===== src/rtl/fir_pkg.sv =====
// rtl/fir_pkg.sv - shared FIR output-path defaults and saturation limits
package fir_pkg;

  localparam int W_IN_DEF  = 32;
  localparam int W_OUT_DEF = 16;
  localparam int DEPTH_DEF = 8;

  localparam int SAT_MAX = (1 << (W_OUT_DEF - 1)) - 1;
  localparam int SAT_MIN = -(1 << (W_OUT_DEF - 1));

endpackage


===== src/rtl/fir_sync_fifo.sv =====
// rtl/fir_sync_fifo.sv - synchronous FIFO with occupancy count and flush
module fir_sync_fifo
  import fir_pkg::*;
#(
  parameter int W     = W_OUT_DEF,
  parameter int DEPTH = DEPTH_DEF
) (
  input  logic                       CLK,
  input  logic                       rst,
  input  logic                       clr,
  input  logic                       push,
  input  logic                       pop,
  input  logic [W-1:0]               data_in,
  output logic [W-1:0]               data_out,
  output logic [$clog2(DEPTH):0]     count,
  output logic                       full,
  output logic                       empty
);

  localparam int AW = $clog2(DEPTH);

  logic [AW-1:0] r_wr_ptr;
  logic [AW-1:0] r_rd_ptr;
  logic [AW:0]   r_count;
  logic [W-1:0]  r_mem [DEPTH];

  logic w_pop;
  logic w_push;

  // Flags come from the occupancy count so wrapped pointers never alias full and empty.
  assign empty    = (r_count == '0);
  assign full     = (r_count == (AW+1)'(DEPTH));
  assign count    = r_count;
  assign data_out = r_mem[r_rd_ptr];

  assign w_pop  = pop && !empty;
  assign w_push = push && (!full || w_pop);

  always_ff @(posedge CLK or posedge rst) begin
    if (rst) begin
      r_wr_ptr <= '0;
      r_rd_ptr <= '0;
      r_count  <= '0;
    end else if (clr) begin
      r_wr_ptr <= '0;
      r_rd_ptr <= '0;
      r_count  <= '0;
    end else begin
      if (w_push) r_wr_ptr <= r_wr_ptr + 1'b1;
      if (w_pop)  r_rd_ptr <= r_rd_ptr + 1'b1;
      r_count <= r_count + {{AW{1'b0}}, w_push} - {{AW{1'b0}}, w_pop};
    end
  end

  always_ff @(posedge CLK) begin
    if (w_push && !clr) r_mem[r_wr_ptr] <= data_in;
  end

endmodule


===== src/rtl/fir_out_buffer.sv =====
// rtl/fir_out_buffer.sv - FIR result requantiser, saturator and output FIFO
module fir_out_buffer
  import fir_pkg::*;
#(
  parameter int W_IN  = W_IN_DEF,
  parameter int W_OUT = W_OUT_DEF,
  parameter int SHIFT = 0,
  parameter int DEPTH = DEPTH_DEF
) (
  input  logic                       CLK,
  input  logic                       rst,
  input  logic                       in_valid,
  input  logic [W_IN-1:0]            in_data,
  input  logic                       clr,
  input  logic                       out_ready,
  output logic                       out_valid,
  output logic [W_OUT-1:0]           out_data,
  output logic [$clog2(DEPTH):0]     count,
  output logic                       full,
  output logic                       ovf,
  output logic                       sat
);

  localparam int RSH = (SHIFT > 0) ? SHIFT - 1 : 0;
  localparam logic signed [W_IN:0] RND = (SHIFT > 0) ? ((W_IN+1)'(1) << RSH) : '0;
  localparam logic signed [W_IN:0] LIM_HI = {{(W_IN-W_OUT+2){1'b0}}, {(W_OUT-1){1'b1}}};
  localparam logic signed [W_IN:0] LIM_LO = {{(W_IN-W_OUT+2){1'b1}}, {(W_OUT-1){1'b0}}};

  logic signed [W_IN:0] w_ext;
  logic signed [W_IN:0] w_shr;
  logic                 w_hi;
  logic                 w_lo;
  logic [W_OUT-1:0]     w_q;
  logic                 w_pop;
  logic                 w_push;
  logic                 w_full;
  logic                 w_empty;

  logic                 r_s1_v;
  logic [W_OUT-1:0]     r_s1_d;
  logic                 r_ovf;
  logic                 r_sat;

  // One guard bit keeps the rounding add from wrapping at the positive extreme.
  assign w_ext = $signed({in_data[W_IN-1], in_data}) + RND;
  assign w_shr = w_ext >>> SHIFT;
  assign w_hi  = (w_shr > LIM_HI);
  assign w_lo  = (w_shr < LIM_LO);
  assign w_q   = w_hi ? LIM_HI[W_OUT-1:0] : (w_lo ? LIM_LO[W_OUT-1:0] : w_shr[W_OUT-1:0]);

  assign out_valid = !w_empty;
  assign full      = w_full;
  assign ovf       = r_ovf;
  assign sat       = r_sat;
  assign w_pop     = out_valid && out_ready;
  assign w_push    = r_s1_v && (!w_full || w_pop);

  always_ff @(posedge CLK or posedge rst) begin
    if (rst) begin
      r_s1_v <= 1'b0;
      r_ovf  <= 1'b0;
      r_sat  <= 1'b0;
    end else if (clr) begin
      r_s1_v <= 1'b0;
      r_ovf  <= 1'b0;
      r_sat  <= 1'b0;
    end else begin
      r_s1_v <= in_valid;
      if (in_valid && (w_hi || w_lo)) r_sat <= 1'b1;
      // Upstream free-runs, so a full FIFO without a pop loses the sample.
      if (r_s1_v && w_full && !w_pop) r_ovf <= 1'b1;
    end
  end

  always_ff @(posedge CLK) begin
    if (in_valid) r_s1_d <= w_q;
  end

  fir_sync_fifo #(
    .W     (W_OUT),
    .DEPTH (DEPTH)
  ) u_fifo (
    .CLK      (CLK),
    .rst      (rst),
    .clr      (clr),
    .push     (w_push),
    .pop      (w_pop),
    .data_in  (r_s1_d),
    .data_out (out_data),
    .count    (count),
    .full     (w_full),
    .empty    (w_empty)
  );

endmodule


===== config.mk =====
export PLATFORM = sky130hd
export DESIGN_NAME = fir_out_buffer
export DESIGN_NICKNAME = d
export VERILOG_FILES = /design/src/rtl/fir_pkg.sv /design/src/rtl/fir_sync_fifo.sv /design/src/rtl/fir_out_buffer.sv
export SDC_FILE = /design/constraint.sdc
export NUM_CORES = 1
export LEC_CHECK = 0
export CAP_MARGIN = 0
export CORE_ASPECT_RATIO = 0.8
export CORE_UTILIZATION = 35
export DETAILED_ROUTE_END_ITERATION = 8
export MAX_ROUTING_LAYER = met4
export PLACE_DENSITY_LB_ADDON = 0.05
export REMOVE_ABC_BUFFERS = 1
export SYNTH_ARGS = -nofsm -noshare
export SYNTH_HDL_FRONTEND = slang
export SYNTH_SLANG_ARGS = --single-unit

===== constraint.sdc =====
create_clock -name CLK -period 4 [get_ports CLK]
set_input_delay 0.8 -clock CLK [delete_from_list [all_inputs] [get_ports CLK]]
set_output_delay 0.8 -clock CLK [all_outputs]
set_load 0.005 [all_outputs]

### Word level (Yosys, flattened, before mapping)

Memory sizes are Yosys's and may differ from the RTL's.
Index checks and enable logic that the tools add are counted.

| cells by class | value |
|---|---|
| add/sub/neg operators | 4 |
| magnitude comparators | 2 |
| eq/ne operators | 1 |
| muxes and demuxes | 13 |
| reduce and logical (&&, ||, !) cells | 20 |

Operators by type and width:

| cell | number |
|---|---|
| $gt 32x16->1 const B | 1 |
| $lt 32x16->1 const B | 1 |
| $mux 16 | 1 |
| $mux 3 | 4 |
| $logic_and 1x1->1 | 8 |
| $reduce_bool 2->1 | 4 |
| $mux 1 | 7 |
| $add 3x1->3 const B | 2 |
| $add 4x1->4 | 1 |
| $eq 4x4->1 const B | 1 |
| $logic_not 1->1 | 4 |
| $logic_not 4->1 | 1 |
| $mux 4 | 1 |
| $sub 4x1->4 | 1 |
| $logic_or 1x1->1 | 3 |

| storage, ports and cells | value |
|---|---|
| flip-flop bits (word level) | 29 |
| memory bits (writable) | 128 |
| bits of input ports | 37 |
| output and inout bits | 24 |
| logic and storage cells | 48 |
| memories kept | 1 |

Memories:

| memory | depth | bits a word | read ports | clocked after Yosys merged registers in | wr ports | line | source |
|---|---|---|---|---|---|---|---|
| u_fifo.r_mem | 8 | 16 | 1 | 0 | 1 | fir_sync_fifo.sv:25 | `logic [W-1:0] r_mem [DEPTH];` |

### Longest topological paths before layout

Gate-level depths: netlist (run 1).

| logic depth | value |
|---|---|
| depth in word-level cells | 9 |
| mapped depth | 12 |
| mapped depth without buffers | 12 |

### Modules after synthesis

Synthesis (run 1) repeated with hierarchy kept, for this count alone.

| unflattened totals | value |
|---|---|
| cells, all modules | 332 |
| area total of the unflattened synthesis | 6424.9 um^2 |

Modules (own cells, without submodules):

| module | times used | cells each | area each (um^2) | seq. area each (um^2) |
|---|---|---|---|---|
| fir_sync_fifo | 1 | 273 | 5576.6 | 4093.9 |
| fir_out_buffer | 1 | 59 | 848.3 | 555.5 |

### Least setup slack after synthesis (run 1)

Ideal clock, no wire load.

| timing path | value |
|---|---|
| path kind | in2reg |
| start | in out_ready |
| end | mem u_fifo.r_mem[0][0] (netlist name), enable pin |
| library setup time | 409 ps |
| arrival | 2623 ps |
| required time | 3591 ps |
| setup slack | 968 ps |
| cell stages on the path | 4 |
| buffers on the path | 0 |
| cell sequence | nor2b_1 > o21ai_2 > or3_1 > nor3_1 |

| on the way | value |
|---|---|
| longest elaborated chain between the ends | 7 |

Ends and longest elaborated chain:

| item | line | source |
|---|---|---|
| start, declared | fir_out_buffer.sv:15 | `input logic out_ready,` |
| $logic_and 1x1->1 * | fir_out_buffer.sv:55 | `assign w_pop = out_valid && out_ready;` |
| $logic_or 1x1->1 / $logic_and 1x1->1 (equally long branches) | fir_out_buffer.sv:56, fir_sync_fifo.sv:36 |  |
| $logic_and 1x1->1 / $logic_or 1x1->1 (equally long branches) | fir_out_buffer.sv:56, fir_sync_fifo.sv:37 |  |
| $logic_and 1x1->1 * | fir_sync_fifo.sv:37 | `assign w_push = push && (!full \|\| w_pop);` |
| $logic_and 1x1->1 * | fir_sync_fifo.sv:56 | `if (w_push && !clr) r_mem[r_wr_ptr] <= data_in;` |
| $mux 1 * | fir_sync_fifo.sv:56 |  |
| $mux 1 (implied by the code) * | fir_sync_fifo.sv:56 |  |
| end, declared | fir_sync_fifo.sv:25 |  |

Every way passes the cells marked *; elsewhere a longest branch is shown, timed or not.

### Final worst setup path (run 1)

| timing path | value |
|---|---|
| start | reg u_fifo.r_rd_ptr[0] |
| end | out out_data[7] |

| on the way | value |
|---|---|
| longest elaborated chain between the ends | 1 |

Ends and longest elaborated chain:

| item | line | source |
|---|---|---|
| start, declared | fir_sync_fifo.sv:23 | `logic [AW-1:0] r_rd_ptr;` |
| start signal, assigned | fir_sync_fifo.sv:50 | `if (w_pop) r_rd_ptr <= r_rd_ptr + 1'b1;` |
| $mem_v2 8x16 | n/a |  |
| end, declared | fir_out_buffer.sv:17 | `output logic [W_OUT-1:0] out_data,` |

Every way passes these cells.

==> results of run 1 <==
cell usage after synthesis, drive strengths merged:
cell type / instances
a22o: 1
o211ai: 1
a21o: 16
mux2i: 1
o2111ai: 1
buf: 9
o41ai: 1
a31oi: 1
ha: 8
edfxtp: 144
nand3: 2
fa: 1
o21ai: 1
mux4: 32
dfrtp: 13
clkbuf: 5
nor3: 2
nand4: 4
nor4: 4
nor2b: 4
a21oi: 2
or3: 1
xnor2: 2
nand2b: 3
nand2: 3
nor2: 14
a41oi: 1
inv: 11
xor2: 4
or3b: 2
mux2: 16
worst paths after layout:
| check | startpoint | endpoint | slack [ps] | depth (start not counted) |
|---|---|---|---|---|
| max | u_fifo.r_rd_ptr[0] | out_data[7] | 720 | 4 |
| min | ovf | ovf | 500 | 2 |
| max reg2reg | u_fifo.count[2] | u_fifo.count[2] | 1210 | 11 |
| min reg2reg | ovf | ovf | 500 | 2 |
| max in group asynchronous | rst | u_fifo.r_rd_ptr[0] | 2900 | 2 |
| min in group asynchronous | rst | u_fifo.count[0] | 710 | 2 |
metal layers:
metal	GRT usage [%]	vias up	share of wire (%)
met4	5.492	0	1.2
met1	21.00	1597	49
met3	4.449	11	3.7
met2	23.85	63	46
li1	-	1431	-
met5	-	-	0
tightest hold or removal path, stage by stage (launching register included):
cell and delay, ps:
sky130_fd_sc_hd__dfrtp_1 350, sky130_fd_sc_hd__a31oi_1 50, sky130_fd_sc_hd__nor2_1 70
cells in the final DEF, fill, tap and decap left out, types with 2 or more instances in the layout:
cell type / synthesis / routed
sky130_fd_sc_hd__a21o_1: 16 / 16
sky130_fd_sc_hd__a21oi_1: 2 / 2
sky130_fd_sc_hd__buf_4: 1 / 14
sky130_fd_sc_hd__bufinv_16: 0 / 5
sky130_fd_sc_hd__clkbuf_16: 0 / 17
sky130_fd_sc_hd__clkdlybuf4s50_1: 0 / 60
sky130_fd_sc_hd__clkinv_1: 0 / 4
sky130_fd_sc_hd__clkinv_2: 0 / 2
sky130_fd_sc_hd__clkinvlp_4: 0 / 2
sky130_fd_sc_hd__dfrtp_1: 13 / 12
sky130_fd_sc_hd__edfxtp_1: 144 / 144
sky130_fd_sc_hd__ha_1: 8 / 8
sky130_fd_sc_hd__inv_1: 11 / 11
sky130_fd_sc_hd__mux2_2: 16 / 16
sky130_fd_sc_hd__mux4_1: 25 / 25
sky130_fd_sc_hd__mux4_2: 7 / 7
sky130_fd_sc_hd__nand2_1: 3 / 3
sky130_fd_sc_hd__nand2b_1: 3 / 3
sky130_fd_sc_hd__nand3_1: 2 / 2
sky130_fd_sc_hd__nand4_1: 4 / 4
sky130_fd_sc_hd__nor2_1: 14 / 14
sky130_fd_sc_hd__nor2b_1: 4 / 4
sky130_fd_sc_hd__nor3_2: 0 / 2
sky130_fd_sc_hd__nor4_1: 4 / 4
sky130_fd_sc_hd__or3b_2: 2 / 2
sky130_fd_sc_hd__xnor2_1: 2 / 2
sky130_fd_sc_hd__xor2_1: 4 / 4
registers in the layout, summed over array words and instances (netlist names):
| register | flops |
|---|---|
| u_fifo.r_mem | 128 |
| sat | 1 |
| u_fifo.r_rd_ptr | 3 |
| u_fifo.count | 4 |
| u_fifo.r_wr_ptr | 3 |
| r_s1_d | 16 |
| r_s1_v | 1 |
| ovf | 1 |
layout make-up:
type | instances | area [µm²] | share of cell area (%)
clock inverter | 14 | 198.9 | 2.509
inverter | 11 | 41.29 | 0.5207
tap | 225 | 281.5 | 3.550
multi-input combinational | 128 | 1603 | 20.21
timing repair buffer | 75 | 725.7 | 9.151
sequential | 157 | 4651 | 58.65
clock buffer | 18 | 429.2 | 5.412
metrics by stage:
stage | power, mW | cell area (µm²) | instances | hold WS [ps] | setup WS (ps)
floorplan | 2.477 | 6276 | 296 | 486.0 | 968.2
global placement | 2.884 | 7302 | 596 | 488.0 | 1137
detailed placement | 2.897 | 7302 | 596 | 498.9 | 1117
CTS | 4.625 | 7930 | 628 | 508.6 | 686.6
global route | 4.772 | 7930 | 628 | 544.4 | 608.7
finish | 4.569 | 7930 | 628 | 504.6 | 721.9
power breakdown:
part	leakage [nW]	internal, mW	switching, mW	total [mW]
sequential	1.48	1.87	0.0647	1.94
combinational	0.970	0.539	0.369	0.908
clock	0.300	1.10	0.629	1.72
total	2.75	3.51	1.06	4.57
cell families after synthesis:
kind of cell	after synthesis	synth area share, %
adders and majority gates	9	1.887
and+or+nand+nor	39	3.164
AOI/OAI and AO/OA	25	3.243
muxes	49	15.78
buffers and inverters	25	2.064
DFF	157	73.03
xor gates and xnor gates	6	0.8255
==> tab_implementation.tex, run 1 <==
\begin{tabular}{lr}
\hline
Metric & Value \\
\hline
\multicolumn{2}{l}{\textbf{Status}} \\
Outcome & finished, violations left \\
Failing checks & design-rule violations \\
\multicolumn{2}{l}{\textbf{Critical path}} \\
Setup CP Type & reg2out \\
Crit. End Element & output port \\
Worst path required time & $\sim$3200 ps \\
Crit-path cells & buf\_12, mux4\_1, mux2\_2, clkdlybuf4s50\_1 \\
Crit path max-delay cell type & sky130\_fd\_sc\_hd\_\_mux4\_1 \\
Delay of the slowest cell on the worst path & about 620 ps \\
Category of the worst setup path launch point & register \\
Worst Path Max Fanout & 32 \\
Crit-path leading delay family & multiplexers \\
Arrival @ worst endpoint & approximately 2500 ps \\
CP Buf/Inv Count & 2 \\
\multicolumn{2}{l}{\textbf{Synth}} \\
Synthesized cell area & about 6400 µm² \\
Library cells used by synthesis & 35 \\
Avg Cell Area, Syn & 20.54 µm² \\
Total number of yosys warnings & 0 \\
Top post-synthesis cells by area & sky130\_fd\_sc\_hd\_\_edfxtp\_1, sky130\_fd\_sc\_hd\_\_mux4\_1, sky130\_fd\_sc\_hd\_\_dfrtp\_1, sky130\_fd\_sc\_hd\_\_mux2\_2, sky130\_fd\_sc\_hd\_\_mux4\_2 \\
Area share of the largest cell type after synthesis & 67.92\% \\
Number of flip-flops and latches in the synthesized netlist & 157 \\
Sequential-to-total area share from yosys stat & between 70\% and 80\% \\
Post-synthesis instance total & between 300 and 400 \\
Largest area contributor in the netlist & sky130\_fd\_sc\_hd\_\_edfxtp\_1 \\
\multicolumn{2}{l}{\textbf{STA}} \\
Final Max Slew Viols & 0 \\
Actual transition at the worst max-transition pin & approximately 620 ps \\
Min Tclk post-route & 3278 ps \\
Clock tree skew after final layout & 10.42 ps \\
Number of setup violations in the final report & 0 \\
Peak Freq & 305.1 MHz \\
Count of final hold-check violations & 0 \\
Worst-case headroom to the max-slew limit & 58.66\% \\
RSZ-0062 raised after global routing & no \\
Final clock period utilization by the worst path & 81.95\% \\
Post-Route Setup TNS & 0 ps \\
\multicolumn{2}{l}{\textbf{Floorplanning}} \\
Starting density of the core & between 30\% and 40\% \\
Die outline height & 122.6 µm \\
Die width & between 150 and 200 µm \\
Row Count & 43 \\
Top-Level Pins & 61 \\
Floorplan die area & 18740 µm² \\
Placeable core region & roughly 18000 µm² \\
\multicolumn{2}{l}{\textbf{Cells and area}} \\
Final layout net count & 436 \\
Fraction of layout cells with a size suffix above 1 & 18.11\% \\
Fill cell count & 1531 \\
Layout overhead on the synthesized area & 24.57\% \\
Number of inserted diodes & 0 \\
Final Core Density & between 40\% and 50\% \\
\multicolumn{2}{l}{\textbf{Placed design}} \\
RePlAce Congestion & 0.7180 \\
HPWL after DPL & 7836 µm \\
Buffers on Ports & 60 \\
\multicolumn{2}{l}{\textbf{Global routing}} \\
Total grt overflow & 0 \\
Pin count of the biggest net entering global routing & 33 \\
Initial antenna violation count & 0 \\
Global-route wire length before repair & $\sim$20000 µm \\
Overall fraction of global-route tracks in use & 15.95\% \\
Vias in the first global route & 3303 \\
\multicolumn{2}{l}{\textbf{Clock tree}} \\
Clock insertion delay at the later pin of the skew report & between 400 and 500 ps \\
Post-CTS Repair Setup Buffers & 0 \\
Cell at the root of the clock tree & sky130\_fd\_sc\_hd\_\_clkbuf\_16 \\
Post-CTS Resized & 0 \\
Clock tree from TritonCTS & built \\
Hold bufs inserted after CTS & 0 \\
H-tree depth reported by CTS & 4 \\
Clock Sinks & 157 \\
Max Root-Sink Buffers & 2 \\
Clock slew at the register clock pins of the worst setup and hold paths & 60 ps \\
Number of buffers created by CTS & 17 \\
\multicolumn{2}{l}{\textbf{Pwr}} \\
Total power density per cell area & 576.1 nW/µm² \\
Reported leakage power & 2.752 nW \\
Max IR drop VDD & approximately 0.23 mV \\
\multicolumn{2}{l}{\textbf{Flow run}} \\
Number of violations of the max-capacitance limit & 0 \\
\multicolumn{2}{l}{\textbf{Route}} \\
Remaining antenna violation count after routing & 0 \\
Via count of the routed design & 3102 \\
Routed len/inst & $\sim$21 µm \\
Final Routed Wirelength & roughly 13000 µm \\
Detailed router's first-iteration violation count & $\sim$180 \\
Number of remaining DRC errors & 4 \\
Via-per-instance ratio & 4.939 \\
First drt pass iteration count & 6 \\
\multicolumn{2}{l}{\textbf{Hold path}} \\
Kind of path behind the tightest hold check & reg2reg \\
\hline
\end{tabular}
No activity file was read; power rests on OpenSTA's default activity.
==> run 2: changes to the inputs <==
Clock period 4 ns to 3.1 ns, I/O delays scaled along.
==> tab_implementation.tex, run 2 (same netlist as run 1, synthesis figures left out) <==
\begin{tabular}{lr}
\hline
Metric & Value \\
\hline
\multicolumn{2}{l}{\textbf{Cells and area}} \\
Layout overhead on the synthesized area & 24.63\% \\
Most frequent standard cell in the layout excluding fill and tap cells & sky130\_fd\_sc\_hd\_\_edfxtp\_1 \\
Register with the highest flop count & u\_fifo.r\_mem \\
Most frequent cells in the layout & sky130\_fd\_sc\_hd\_\_edfxtp\_1, sky130\_fd\_sc\_hd\_\_clkdlybuf4s50\_1, sky130\_fd\_sc\_hd\_\_mux4\_1, sky130\_fd\_sc\_hd\_\_buf\_4, sky130\_fd\_sc\_hd\_\_clkbuf\_16 \\
Largest register FFs & around 130 \\
Final layout net count & 442 \\
Fill cell count & 1535 \\
Combined area of the multi-input logic cells & 1603 µm² \\
Total area of sequential cells & 4651 µm² \\
Fraction of layout cells with a size suffix above 1 & 19.32\% \\
Number of inserted diodes & 0 \\
Final Core Density & 45.23\% \\
\multicolumn{2}{l}{\textbf{Pwr}} \\
Reported leakage power & 2.756 nW \\
Max IR drop VDD & around 0.38 mV \\
Total power density per cell area & 721.1 nW/µm² \\
\multicolumn{2}{l}{\textbf{STA}} \\
RSZ-0062 raised after global routing & no \\
Worst-case headroom to the max-slew limit & 40.46\% \\
Clock tree skew after final layout & 13.51 ps \\
Final Max Slew Viols & 0 \\
Final clock period utilization by the worst path & between 90\% and 100\% \\
Number of setup violations in the final report & 0 \\
Peak Freq & between 300 and 400 MHz \\
Min Tclk post-route & 2986 ps \\
Actual transition at the worst max-transition pin & 890.3 ps \\
Count of final hold-check violations & 0 \\
Post-Route Setup TNS & 0 ps \\
\multicolumn{2}{l}{\textbf{Critical path}} \\
Arrival @ worst endpoint & 2370 ps \\
Worst Path Max Fanout & 11 \\
Crit. End Element & output port \\
Setup CP Type & reg2out \\
Category of the worst setup path launch point & register \\
Worst path required time & 2480 ps \\
\multicolumn{2}{l}{\textbf{Clock tree}} \\
Number of buffers created by CTS & 17 \\
Cell at the root of the clock tree & sky130\_fd\_sc\_hd\_\_clkbuf\_16 \\
Clock tree from TritonCTS & built \\
Max Root-Sink Buffers & 2 \\
Post-CTS Resized & 0 \\
Hold bufs inserted after CTS & 0 \\
Clock Sinks & 157 \\
Clock slew at the register clock pins of the worst setup and hold paths & 60 ps \\
Clock insertion delay at the later pin of the skew report & 420 ps \\
H-tree depth reported by CTS & 4 \\
Post-CTS Repair Setup Buffers & 0 \\
\multicolumn{2}{l}{\textbf{Floorplanning}} \\
Die outline height & 122.6 µm \\
Top-Level Pins & $\sim$60 \\
Die width & 152.8 µm \\
Starting density of the core & 36.30\% \\
Row Count & 43 \\
Placeable core region & $\sim$18000 µm² \\
Floorplan die area & 18740 µm² \\
\multicolumn{2}{l}{\textbf{Route}} \\
Number of remaining DRC errors & 0 \\
Detailed router's first-iteration violation count & 158 \\
First drt pass iteration count & 6 \\
Final Routed Wirelength & 12690 µm \\
Via count of the routed design & 3133 \\
Remaining antenna violation count after routing & 0 \\
Routed len/inst & between 20 and 25 µm \\
Via-per-instance ratio & 4.942 \\
\multicolumn{2}{l}{\textbf{Global routing}} \\
Vias in the first global route & between 3000 and 4000 \\
Initial antenna violation count & 0 \\
Pin count of the biggest net entering global routing & 24 \\
Global-route wire length before repair & about 20000 µm \\
Total grt overflow & 0 \\
Overall fraction of global-route tracks in use & 15.39\% \\
\multicolumn{2}{l}{\textbf{Placed design}} \\
HPWL after DPL & 8042 µm \\
RePlAce Congestion & 0.7311 \\
Buffers on Ports & 60 \\
\multicolumn{2}{l}{\textbf{Flow run}} \\
Number of violations of the max-capacitance limit & 0 \\
\multicolumn{2}{l}{\textbf{Hold path}} \\
Kind of path behind the tightest hold check & reg2reg \\
\multicolumn{2}{l}{\textbf{Status}} \\
Outcome & complete, no violations \\
\hline
\end{tabular}
run 2: cell count changes in the layout (fill, tap and decap cells not counted):
cell,before,now
sky130_fd_sc_hd__buf_4,14,19
sky130_fd_sc_hd__bufinv_16,5,3
sky130_fd_sc_hd__clkbuf_1,1,3
sky130_fd_sc_hd__clkinv_1,4,2
sky130_fd_sc_hd__clkinvlp_4,2,4
sky130_fd_sc_hd__buf_6,0,1
run 2: per-layer routing:
metal	up-vias	GRT usage [%]	routed length [µm]	part of all wire, %
li1	1450	-	-	-
met1	1605	19.39	5970	47
met2	68	24.60	6075	48
met3	10	3.990	501	3.9
met4	0	4.735	137	1.1
met5	-	-	0	0
run 2: power by group:
part | switching, mW | internal (mW) | leakage (nW)
combinational | 0.478 | 0.708 | 1.00
clock | 0.788 | 1.26 | 0.271
sequential | 0.0754 | 2.41 | 1.48
total | 1.34 | 4.38 | 2.76
run 2: final cells by class:
class	instances	area share [%]
Clock inverter	12	1.845
Sequential cell	157	58.62
Clock buffer	20	5.504
Timing Repair Buffer	81	9.762
Tap cell	225	3.548
Multi-Input combinational cell	128	20.20
Inverter	11	0.5204
run 2: worst paths after layout:
path | slack (ps) | endpoint | start | cells after the start
max | 110 | out_data[7] | u_fifo.r_rd_ptr[0] | 4
min | 520 | ovf | ovf | 2
max reg2reg | 520 | u_fifo.count[2] | u_fifo.count[2] | 11
min reg2reg | 520 | ovf | ovf | 2
max in group asynchronous | 2150 | u_fifo.r_rd_ptr[0] | rst | 2
min in group asynchronous | 550 | u_fifo.count[1] | rst | 2
run 2: worst max-delay path, cell delays in order, from the launching register on:
cell	delay (ps)
sky130_fd_sc_hd__dfrtp_2	390
sky130_fd_sc_hd__buf_6	190
sky130_fd_sc_hd__mux4_1	600
sky130_fd_sc_hd__mux2_2	290
sky130_fd_sc_hd__clkdlybuf4s50_1	470
run 2: per-stage QoR:
step                      instances  hold WS (ps)  area [µm²]  worst slack (ps)  power, mW
final                           634         520.2        7934             113.8      5.721
after global routing            634         540.3        7934             18.77      5.996
after CTS                       634         536.2        7930             28.02      5.805
after detailed placement        602         515.9        7347             367.3      3.744
after global placement          602         500.7        7347             447.3      3.744
after floorplan                 296         486.0        6276             248.2      3.196
